$ cat src/rtl/dct2d_pass_sequencer_if.sv
// Handshake and engine-control bundle for dct2d_pass_sequencer.
// master: the sequencer side; slave: the environment (source, engine, sink).
interface dct2d_pass_sequencer_if #(
    parameter int CNT_W = 16
);
    logic             in_valid;
    logic             in_ready;
    logic             x_load;
    logic             sel_pass;
    logic             mm_rst;
    logic             mm_done;
    logic             z_load;
    logic             y_load;
    logic             out_valid;
    logic             out_ready;
    logic             err;
    logic             err_clr;
    logic [CNT_W-1:0] blk_cnt;

    modport master (
        input  in_valid, mm_done, out_ready, err_clr,
        output in_ready, x_load, sel_pass, mm_rst, z_load, y_load,
               out_valid, err, blk_cnt
    );

    modport slave (
        output in_valid, mm_done, out_ready, err_clr,
        input  in_ready, x_load, sel_pass, mm_rst, z_load, y_load,
               out_valid, err, blk_cnt
    );
endinterface

$ cat src/rtl/dct2d_pass_sequencer.sv
// Two-pass 8x8 2-D DCT sequencer: pass 1 Z = X*D^T, pass 2 Y = D*Z on one
// shared matrix-multiply engine, with valid/ready I/O and a RUN watchdog.
// Optional macro DCT_LAT_MON_EN adds the lat_cyc x_load-to-y_load monitor.
module dct2d_pass_sequencer #(
    parameter int RST_CYC = 2,
    parameter int TIMEOUT = 64,
    parameter int CNT_W   = 16
) (
    input  logic clk,
    input  logic reset,
    dct2d_pass_sequencer_if.master bus
`ifdef DCT_LAT_MON_EN
    ,
    output logic [15:0] lat_cyc
`endif
);

    localparam int CYC_W = $clog2((TIMEOUT > RST_CYC) ? TIMEOUT : RST_CYC) + 1;

    typedef enum logic [2:0] {
        IDLE,
        P1_RST,
        P1_RUN,
        P2_RST,
        P2_RUN,
        OUT,
        ERR
    } state_t;

    state_t           state_q;
    state_t           state_d;
    logic [CYC_W-1:0] cyc_q;
    logic [CNT_W-1:0] blk_q;
    logic             sel_q;

    logic in_ready;
    logic x_load;
    logic sel_pass;
    logic mm_rst;
    logic z_load;
    logic y_load;
    logic out_valid;
    logic done_ok;
    logic rst_end;
    logic run_end;

    // done is only trusted from the second RUN cycle on (stale-done guard)
    assign done_ok = bus.mm_done && (cyc_q != '0);
    assign rst_end = (cyc_q == CYC_W'(RST_CYC - 1));
    assign run_end = (cyc_q == CYC_W'(TIMEOUT - 1));
    assign x_load  = bus.in_valid & in_ready;

    // State register
    always_ff @(posedge clk or posedge reset) begin
        if (reset) state_q <= IDLE;
        else       state_q <= state_d;
    end

    // Next-state and per-state outputs; done beats watchdog expiry
    always_comb begin
        state_d   = state_q;
        in_ready  = 1'b0;
        sel_pass  = sel_q;
        mm_rst    = 1'b1;
        z_load    = 1'b0;
        y_load    = 1'b0;
        out_valid = 1'b0;
        case (state_q)
            IDLE: begin
                in_ready = 1'b1;
                if (bus.in_valid) state_d = P1_RST;
            end
            P1_RST: begin
                sel_pass = 1'b0;
                if (rst_end) state_d = P1_RUN;
            end
            P1_RUN: begin
                sel_pass = 1'b0;
                mm_rst   = 1'b0;
                if (done_ok) begin
                    z_load  = 1'b1;
                    state_d = P2_RST;
                end else if (run_end) begin
                    state_d = ERR;
                end
            end
            P2_RST: begin
                sel_pass = 1'b1;
                if (rst_end) state_d = P2_RUN;
            end
            P2_RUN: begin
                sel_pass = 1'b1;
                mm_rst   = 1'b0;
                if (done_ok) begin
                    y_load  = 1'b1;
                    state_d = OUT;
                end else if (run_end) begin
                    state_d = ERR;
                end
            end
            OUT: begin
                out_valid = 1'b1;
                if (bus.out_ready) state_d = IDLE;
            end
            ERR: begin
                if (bus.err_clr) state_d = IDLE;
            end
            default: state_d = IDLE;
        endcase
    end

    // Per-state cycle counter: RST length and RUN watchdog, cleared on every transition
    always_ff @(posedge clk or posedge reset) begin
        if (reset) begin
            cyc_q <= '0;
        end else if (state_d != state_q) begin
            cyc_q <= '0;
        end else if (state_q inside {P1_RST, P1_RUN, P2_RST, P2_RUN}) begin
            cyc_q <= cyc_q + CYC_W'(1);
        end
    end

    // Operand select memory so sel_pass holds outside the pass states
    always_ff @(posedge clk or posedge reset) begin
        if (reset) sel_q <= 1'b0;
        else       sel_q <= sel_pass;
    end

    // Completed-block counter, stepped on the output handshake
    always_ff @(posedge clk or posedge reset) begin
        if (reset)                              blk_q <= '0;
        else if (out_valid && bus.out_ready)    blk_q <= blk_q + CNT_W'(1);
    end

`ifdef DCT_LAT_MON_EN
    logic [15:0] lat_run;

    // Latency monitor: lat_run counts cycles already elapsed since x_load;
    // the y_load cycle itself is added when publishing
    always_ff @(posedge clk or posedge reset) begin
        if (reset) begin
            lat_run <= '0;
            lat_cyc <= '0;
        end else begin
            if (x_load)              lat_run <= 16'd1;
            else if (lat_run != '1)  lat_run <= lat_run + 16'd1;
            if (y_load)              lat_cyc <= (lat_run == '1) ? '1 : lat_run + 16'd1;
        end
    end
`endif

    assign bus.in_ready  = in_ready;
    assign bus.x_load    = x_load;
    assign bus.sel_pass  = sel_pass;
    assign bus.mm_rst    = mm_rst;
    assign bus.z_load    = z_load;
    assign bus.y_load    = y_load;
    assign bus.out_valid = out_valid;
    assign bus.err       = (state_q == ERR);
    assign bus.blk_cnt   = blk_q;

endmodule

$ cat src/flat_wrapper.sv
// flat-port wrapper written by rule: the top's interface ports become plain ports
module dct2d_pass_sequencer_flat 
#(
    parameter int RST_CYC = 2,
    parameter int TIMEOUT = 64,
    parameter int CNT_W   = 16
)
  (clk, reset, bus_in_valid, bus_mm_done, bus_out_ready, bus_err_clr, bus_in_ready, bus_x_load, bus_sel_pass, bus_mm_rst, bus_z_load, bus_y_load, bus_out_valid, bus_err, bus_blk_cnt);
  dct2d_pass_sequencer_if #(.CNT_W(CNT_W)) bus_i ();
  input  logic clk;
  input  logic reset;
  input wire logic [$bits(bus_i.in_valid)-1:0] bus_in_valid;
  input wire logic [$bits(bus_i.mm_done)-1:0] bus_mm_done;
  input wire logic [$bits(bus_i.out_ready)-1:0] bus_out_ready;
  input wire logic [$bits(bus_i.err_clr)-1:0] bus_err_clr;
  output wire logic [$bits(bus_i.in_ready)-1:0] bus_in_ready;
  output wire logic [$bits(bus_i.x_load)-1:0] bus_x_load;
  output wire logic [$bits(bus_i.sel_pass)-1:0] bus_sel_pass;
  output wire logic [$bits(bus_i.mm_rst)-1:0] bus_mm_rst;
  output wire logic [$bits(bus_i.z_load)-1:0] bus_z_load;
  output wire logic [$bits(bus_i.y_load)-1:0] bus_y_load;
  output wire logic [$bits(bus_i.out_valid)-1:0] bus_out_valid;
  output wire logic [$bits(bus_i.err)-1:0] bus_err;
  output wire logic [$bits(bus_i.blk_cnt)-1:0] bus_blk_cnt;
  assign bus_i.in_valid = bus_in_valid;
  assign bus_i.mm_done = bus_mm_done;
  assign bus_i.out_ready = bus_out_ready;
  assign bus_i.err_clr = bus_err_clr;
  assign bus_in_ready = bus_i.in_ready;
  assign bus_x_load = bus_i.x_load;
  assign bus_sel_pass = bus_i.sel_pass;
  assign bus_mm_rst = bus_i.mm_rst;
  assign bus_z_load = bus_i.z_load;
  assign bus_y_load = bus_i.y_load;
  assign bus_out_valid = bus_i.out_valid;
  assign bus_err = bus_i.err;
  assign bus_blk_cnt = bus_i.blk_cnt;
  dct2d_pass_sequencer #(.RST_CYC(RST_CYC), .TIMEOUT(TIMEOUT), .CNT_W(CNT_W)) u_core (.clk(clk), .reset(reset), .bus(bus_i));
endmodule
$ cat config.mk
export PLATFORM = sky130hd
export DESIGN_NAME = dct2d_pass_sequencer_flat
export DESIGN_NICKNAME = d
export VERILOG_FILES = /design/src/rtl/dct2d_pass_sequencer_if.sv /design/src/rtl/dct2d_pass_sequencer.sv /design/src/flat_wrapper.sv
export SDC_FILE = /design/constraint.sdc
export NUM_CORES = 1
export LEC_CHECK = 0
export CAP_MARGIN = 15
export CORE_ASPECT_RATIO = 1.5
export CORE_MARGIN = 5
export CORE_UTILIZATION = 50
export CTS_BUF_LIST = sky130_fd_sc_hd__clkbuf_8
export DETAILED_ROUTE_END_ITERATION = 10
export HOLD_SLACK_MARGIN = 0.02
export PLACE_DENSITY = 0.84
export SYNTH_ARGS = -nofsm -noshare
export SYNTH_HDL_FRONTEND = slang
export SYNTH_SLANG_ARGS = --single-unit
$ cat constraint.sdc
create_clock -name clk -period 3.7 [get_ports clk]
set_input_delay 0.74 -clock clk [delete_from_list [all_inputs] [get_ports clk]]
set_output_delay 0.74 -clock clk [all_outputs]
set_load 0.02 [all_outputs]
# --- Word-level counts from Yosys, hierarchy flattened ---
# Cells that the tools add are included.
word_totals:
  register_bits: 27
  input_bits: 6
  output_inout_bits: 24
  word_cells: 43
classes:
  add_sub_neg: 2
  eq_ne: 9
  muxes: 18
  bitwise_logic: 1
  reduce_logical: 9
op_table:
  columns: ["operator", "n"]
  rows:
  - ["$mux W3", 8]
  - ["$pmux W3 S7", 1]
  - ["$add A16 B1 Y16 const B", 1]
  - ["$mux W7", 2]
  - ["$eq A3 B3 Y1 const B", 3]
  - ["$add A7 B1 Y7 const B", 1]
  - ["$eq A7 B1 Y1 const B", 1]
  - ["$eq A7 B6 Y1 const B", 1]
  - ["$reduce_bool A7 Y1", 1]
  - ["$eq A3 B2 Y1 const B", 2]
  - ["$mux W1", 6]
  - ["$reduce_or A2 Y1", 3]
  - ["$reduce_bool A4 Y1", 1]
  - ["$eq A3 B1 Y1 const B", 1]
  - ["$logic_not A3 Y1", 1]
  - ["$ne A3 B3 Y1", 1]
  - ["$logic_and A1 B1 Y1", 2]
  - ["$pmux W1 S2", 1]
  - ["$reduce_bool A2 Y1", 1]
  - ["$and A1 B1 Y1", 1]

# --- Longest topological paths before layout ---
depth:
  word_depth: 6
  mapped_depth: 6
  ltp_nobuf: 6

# --- Least setup slack after synthesis ---
# Ideal clock, no wire load.
synth_timing:
  path_kind: "reg-to-output"
  from: "register u_core.cyc_q[2]"
  to: "output port bus_y_load"
  t_arrival_ns: 1.498
  required_time_ns: 2.960
  setup_slack_ns: 1.462
  stages_incl_launch_ff: 4
  n_path_buf: 0
  cell_sequence: "dfrtp_1 > or4_4 > o31a_1 > and3_2"
synth_via:
  elab_chain_len: 4
synth_rtl:
  columns: ["element", "line", "source"]
  rows:
  - ["start, declared", "dct2d_pass_sequencer.sv:32", "logic [CYC_W-1:0] cyc_q;"]
  - ["start signal, assigned", "dct2d_pass_sequencer.sv:119", "cyc_q <= cyc_q + CYC_W'(1);"]
  - ["$reduce_bool A7 Y1", "dct2d_pass_sequencer.sv:48", "assign done_ok = bus.mm_done && (cyc_q != '0);"]
  - ["$logic_and A1 B1 Y1", "dct2d_pass_sequencer.sv:48", null]
  - ["$mux W1", "dct2d_pass_sequencer.sv:94", "if (done_ok) begin"]
  - ["$mux W1", "dct2d_pass_sequencer.sv:68", "case (state_q)"]
  - ["end, declared", "flat_wrapper.sv:21", "output wire logic [$bits(bus_i.y_load)-1:0] bus_y_load;"]
# No other way between the ends.

# --- Final worst setup path ---
# Same ends and word-level chain as after synthesis.

==> results.yml <==
grt:
  grt_pass1_vias: 1401
  grt_usage_pct: 19.1
  grt_pass1_wl_um: 6210
  antenna_found_initial: 0
  grt_max_degree: 28
  grt.overflow.total: 0
power:
  p_leak_nw: 0.851
  clock_power_share_pct: 15.4
  peakVddDrop_mv: 0.424
  seqPwrFrac_pct: 40.9
  sw_frac_of_total_pct: 41.8
  p_switching_mw: 0.444
  p_total_mw: 1.06
  pwr-share-comb_pct: 43.7
  powerDensity_mw_per_mm2: 562
  intPower_mw: 0.617
clock_network:
  h-tree-depth: 1
  ctsHoldBuffers: 0
  cts_buffer_depth: 2
  cts_tree: "yes"
  cts.repair.resized: 0
  cts_setup_buffers: 0
  clk_latency_ps: 270
  clkSinkCount: 27
  cts_buffers: 3
  clockRootBuffer: "clkbuf_8"
  clk_pin_slew_ps: 90
worst_setup_path:
  worstSetupPathType: "flop to primary output"
  cp-start-kind: "flop"
  crit_buf_inv: 1
  crit_path_top_delay_cell: "or4_4"
  path_depth: 4
  required_ps: 2960
  cp_max_fo: 6
  cp_cell_sequence: "or4_4 -> o31a_1 -> and3_2 -> clkdlybuf4s50_1"
  r2r_cells: 4
  cpPeakStageDelay_ps: 560
  crit_path_end_kind: "primary output"
  cp_top_family: "simple AND/OR/NAND/NOR gates"
  cp.arrival_ps: 2410
placed_design:
  port_buffers: 29
  place_congestion: 0.820
  dpl.hpwl_um: 2680
  dp_cells: 223
sta:
  fin_worst_skew_ps: 1.96
  hold_ws_ps: 473
  fin_crit_ps: 3150
  setup_tns_ps: 0
  slew_headroom_pct: 33.6
  finalHoldViolCount: 0
  rsz0062_at_grt: "false"
  setup_violations: 0
  timing_worst_slew_pin_value_ps: 995
  post-route-period-util_pct: 85.1
  fmax_ghz: 0.318
  slew_viol_final: 0
layout:
  syn_to_final_growth_pct: 23.9
  drive_above_1_share_pct: 6.38
  final_cell_mix: "29 x clkdlybuf4s50_1, 27 x dfrtp_1, 16 x nand2_1, 13 x xor2_1, 10 x nor2_1"
  final_common_cell: "clkdlybuf4s50_1"
  diodes: 0
  final_nets: 199
  stdcell_count: 227
  fillerInstances: 248
route:
  viasPerCell: 5.68
  drt_first_pass_iters: 4
  drc: 0
  antenna_left: 0
  drt-total-wl_um: 3520
  wl_per_cell_um: 15.5
  drtIter0Drc: 57
  num_vias: 1290
floorplan:
  rows: 24
  design.core.area_mm2: 0.00291
  die-area_mm2: 0.00427
  dieWidth_um: 55.1
  ios: 30
  start_util_pct: 52.3
  die_y_um: 77.6
logic_synthesis:
  yosys_warnings: 0
  ys_ff_latch: 27
  syn-cell-area_mm2: 0.00152
  syn_nets: 170
  synth_seq_area_share_pct: 44.3
  synth.distinct_cells: 39
  synthCells: 160
  avgSynthCellArea_um2: 9.52
worst_hold_path:
  hold_depth: 1
  hold_class: "flop to flop"
run_status:
  run_status: "finished, final reports clean"
flow_run:
  maxCapViolations: 0
[layout make-up]
cell class | instances | area (um2) | share of cell area [%]
clock buffers | 3 | 41.3 | 2.19
clock inverters | 1 | 5.00 | 0.265
inverters | 8 | 30.0 | 1.59
multi-input cells | 120 | 797 | 42.2
flip-flops and latches | 27 | 676 | 35.8
well taps | 39 | 48.8 | 2.58
repair buffers | 29 | 290 | 15.4
[registers in the layout, summed over array words and instances, names as in the netlist]
register	count
u_core.state_q	3
u_core.cyc_q	7
u_core.bus.blk_cnt	16
u_core.sel_q	1
[layer usage]
layer	vias to the layer above	track usage, %	wire, um
li1	626	-	-
met1	623	22.4	1280
met2	35	33.6	2040
met3	6	2.30	153
met4	0	7.54	42
met5	-	0	0
[stage by stage]
| step | setup WS [ps] | util (%) | cell area [um2] |
|---|---|---|---|
| finish | 553 | 64.8 | 1890 |
| global route | 478 | 64.8 | 1890 |
| CTS | 543 | 64.8 | 1890 |
| detailed placement | 626 | 63.2 | 1840 |
| global placement | 695 | 63.2 | 1840 |
| floorplan | 1460 | - | 1520 |
[power groups by stage]
stage / logic (mW) / clock network (mW) / registers, mW
after floorplan: 0.336 / 0 / 0.401
after global placement: 0.441 / 0 / 0.430
after detailed placement: 0.459 / 0 / 0.437
after CTS: 0.466 / 0.169 / 0.432
after global routing: 0.516 / 0.182 / 0.447
final: 0.463 / 0.163 / 0.434
[logic make-up after synthesis]
| group | synth area share [%] |
|---|---|
| flops | 44.3 |
| simple gates | 25.5 |
| xor+xnor | 11.5 |
| fa+ha+maj | 3.28 |
| compound gates | 9.93 |
| mux | 2.13 |
| buf+inv | 3.37 |
[worst paths after layout]
kind	start	end	slack (ps)
min	u_core.bus.blk_cnt[15]$_DFFE_PP0P_	u_core.bus.blk_cnt[15]$_DFFE_PP0P_	470
min in group asynchronous	reset	u_core.bus.blk_cnt[14]$_DFFE_PP0P_	1000
max	u_core.cyc_q[2]$_DFFE_PP0P_	bus_y_load	550
max in group asynchronous	reset	u_core.bus.blk_cnt[0]$_DFFE_PP0P_	2100
max reg2reg	u_core.cyc_q[2]$_DFFE_PP0P_	u_core.cyc_q[5]$_DFFE_PP0P_	1760
min reg2reg	u_core.bus.blk_cnt[15]$_DFFE_PP0P_	u_core.bus.blk_cnt[15]$_DFFE_PP0P_	470
[synth_stat cells]
library cell	n	share of area, %
a21oi_1	5	1.6
nand2b_1	1	0.41
mux2_2	2	1.5
o31a_1	1	0.57
clkbuf_1	2	0.49
and4_2	1	0.66
o32a_1	1	0.66
nor2b_1	4	1.6
and4_1	1	0.57
or4_4	1	0.74
o21ai_0	6	2.0
a221oi_1	1	0.57
nand2_1	16	3.9
o21ai_1	1	0.33
o32ai_1	1	0.57
nor2_1	10	2.5
nor4_1	3	1.2
xor2_1	13	7.5
and3_1	1	0.41
nand4_1	7	2.9
mux2i_1	1	0.66
nand4_4	1	1.4
ha_1	4	3.3
dfrtp_1	27	44
o31ai_1	1	0.49
buf_1	1	0.25
and2_1	2	0.82
o21bai_1	1	0.49
o221ai_1	1	0.57
or3_1	3	1.2
inv_1	8	2.0
nor3_1	9	3.0
a211oi_1	3	1.5
buf_2	2	0.66
xnor2_1	7	4.0
a32oi_1	1	0.57
and3_2	3	1.5
and4b_1	1	0.66
nand3_1	6	2.0
Note: power is estimated with default switching activity, not from simulation.
==> variant (same flow settings) <==
`CNT_W` is set to 16 in 3 places; all go to 32.
--- a/src/rtl/dct2d_pass_sequencer_if.sv
+++ b/src/rtl/dct2d_pass_sequencer_if.sv
@@ -2,5 +2,5 @@
 // master: the sequencer side; slave: the environment (source, engine, sink).
 interface dct2d_pass_sequencer_if #(
-    parameter int CNT_W = 16
+    parameter int CNT_W = 32
 );
     logic             in_valid;
--- a/src/rtl/dct2d_pass_sequencer.sv
+++ b/src/rtl/dct2d_pass_sequencer.sv
@@ -5,5 +5,5 @@
     parameter int RST_CYC = 2,
     parameter int TIMEOUT = 64,
-    parameter int CNT_W   = 16
+    parameter int CNT_W   = 32
 ) (
     input  logic clk,
--- a/src/flat_wrapper.sv
+++ b/src/flat_wrapper.sv
@@ -4,5 +4,5 @@
     parameter int RST_CYC = 2,
     parameter int TIMEOUT = 64,
-    parameter int CNT_W   = 16
+    parameter int CNT_W   = 32
 )
   (clk, reset, bus_in_valid, bus_mm_done, bus_out_ready, bus_err_clr, bus_in_ready, bus_x_load, bus_sel_pass, bus_mm_rst, bus_z_load, bus_y_load, bus_out_valid, bus_err, bus_blk_cnt);
Ports: changed (resized bus_blk_cnt); port bits go from 30 to 46. No check against the original RTL was run, so the function may have changed too.
==> variant against the unedited design <==
  * Area after synthesis grew 51%
  * Die area increased by 42%
  * Power grew 35%
  * Sequential cell count is 16 higher
  * Clock skew rose by 0.0079 ns
  * Final cell count increased by 41%
  * Routed wire length grew 30%
  * Non-clock buffer count up 17
  * Cell area up 50%
  * Setup slack gained 0.16 ns
  * Sequential power up 41%
  * Via count rose by 36%
  * Critical path type unchanged
  * Critical endpoint unchanged
==> variant: results (changes against the unedited design) <==
Min-Delay Startpoint u_core.bus.blk_cnt[31]; H-tree levels 2 (+1); R2R depth 5 (+1); number of global-route vias before repair 1,713 (+22%); Worst Clk Skew 0.00985 ns (+0.00789 ns); Largest register FFs 32 (+16); vias 1,756 (+36%); I/O Buffers 45 (+55%); CTS buffer count 5 (+2); syn nets 234 (+38%); origin of the worst setup path u_core.cyc_q[2]; Slowest cell on crit path or4_4; Arrival @ worst endpoint 2.24 ns (-0.17 ns); Commonest cells post-synth dfrtp_1 (43), nand2_1 (24), xnor2_1 (24), nor2_1 (19), xor2_1 (15); post-detail-place hpwl 3.35 mm (+25%); reg-to-reg startpoint u_core.state_q[0]; Crit Reg-Reg Endpoint u_core.bus.blk_cnt[17]; status completed; Total Routed Length 4.57 mm (+30%); dpl cell area 2750 um2 (+49%); final RePlAce weighted congestion 0.831 (+1.3%); hold endpoint u_core.bus.blk_cnt[31]; gr usage total 16.4% (-2.7 points); Worst-Skew Late Latency 0.30 ns (+0.03 ns); reg2reg setup slack 1.58 ns (-0.18 ns); worst slack, placed 0.794 ns (+0.168 ns); initial detailed-routing violation count 51 (-11%); crit path max fanout 9 (+3); P_leak 1.26 nW (+49%); pin count of the biggest net entering global routing 44 (+57%); Yosys cell types 47 (+21%); fraction of layout cells with a size suffix above 1 8.49% (+2.1 points); max_slew headroom 56.6% (+23 points); sequential share of the synthesized area 46.8% (+2.5 points); synth top area cells dfrtp_1 (47%), xnor2_1 (9.1%), xor2_1 (5.7%); Worst path max stage delay 0.60 ns (+0.04 ns); Crit path max-delay family simple AND/OR/NAND/NOR gates; first-pass GRT wire length 7.77 mm (+25%)
[variant: cell count changes in the layout (fill, tap and decap cells not counted), moves of 4 or more]
| cell | delta |
|---|---|
| xnor2_1 | +17 |
| clkdlybuf4s50_1 | +16 |
| dfrtp_1 | +16 |
| nor2_1 | +9 |
| nand2_1 | +8 |
| nand3_1 | +6 |
| and3_1 | +4 |
| nand4_1 | +4 |
[variant: how the worst max path moves through the flow]
stage	end	slack, ns	depth (start not counted)
after floorplan	bus_x_load	1.30	5
after global placement	bus_y_load	0.82	4
after detailed placement	bus_y_load	0.79	4
after CTS	bus_y_load	0.72	4
after global routing	bus_y_load	0.64	4
final	bus_y_load	0.72	4
[variant: cells by family (layout without fill, tap and decap cells)]
family	count (synthesis)	after routing	synth area share, %
multiplexers	2	2	1.09
AND/OR/NAND/NOR	104	104	25.8
AO/OA/AOI/OAI	18	18	5.28
buffers and inverters	14	61	3.97
flip-flops	43	43	46.8
adder cells (fa/ha/maj)	4	4	2.18
XOR/XNOR	39	39	14.9
[variant: layout make-up]
type / instances / area (um2)
inverter: 7 / 26.3
multi-input combinational: 167 / 1130
fill: 381 / 1670
timing repair buffer: 46 / 458
clock inverter: 3 / 16.3
clock buffer: 5 / 68.8
sequential: 43 / 1080
tap: 48 / 60.1
[variant: through the flow]
stage,hold WS (ns),total power (W),instances
after floorplan,0.522,0.00102,224
after global placement,0.463,0.00114,311
after detailed placement,0.465,0.00115,311
after CTS,0.478,0.00144,319
after global routing,0.488,0.00152,319
final,0.471,0.00143,319
[variant: metal layers]
| metal | vias to the layer above | share of wire [%] | track usage [%] |
|---|---|---|---|
| met5 | - | 0 | 0 |
| li1 | 863 | - | - |
| met3 | 4 | 3.9 | 3.13 |
| met2 | 40 | 55 | 30.2 |
| met1 | 849 | 40 | 18.0 |
| met4 | 0 | 1.1 | 6.92 |
[variant: power by group]
| part | internal [W] | total [W] | switching (W) |
|---|---|---|---|
| registers | 0.000516 | 0.000614 | 0.0000975 |
| clock network | 0.000129 | 0.000286 | 0.000156 |
| logic | 0.000246 | 0.000528 | 0.000281 |
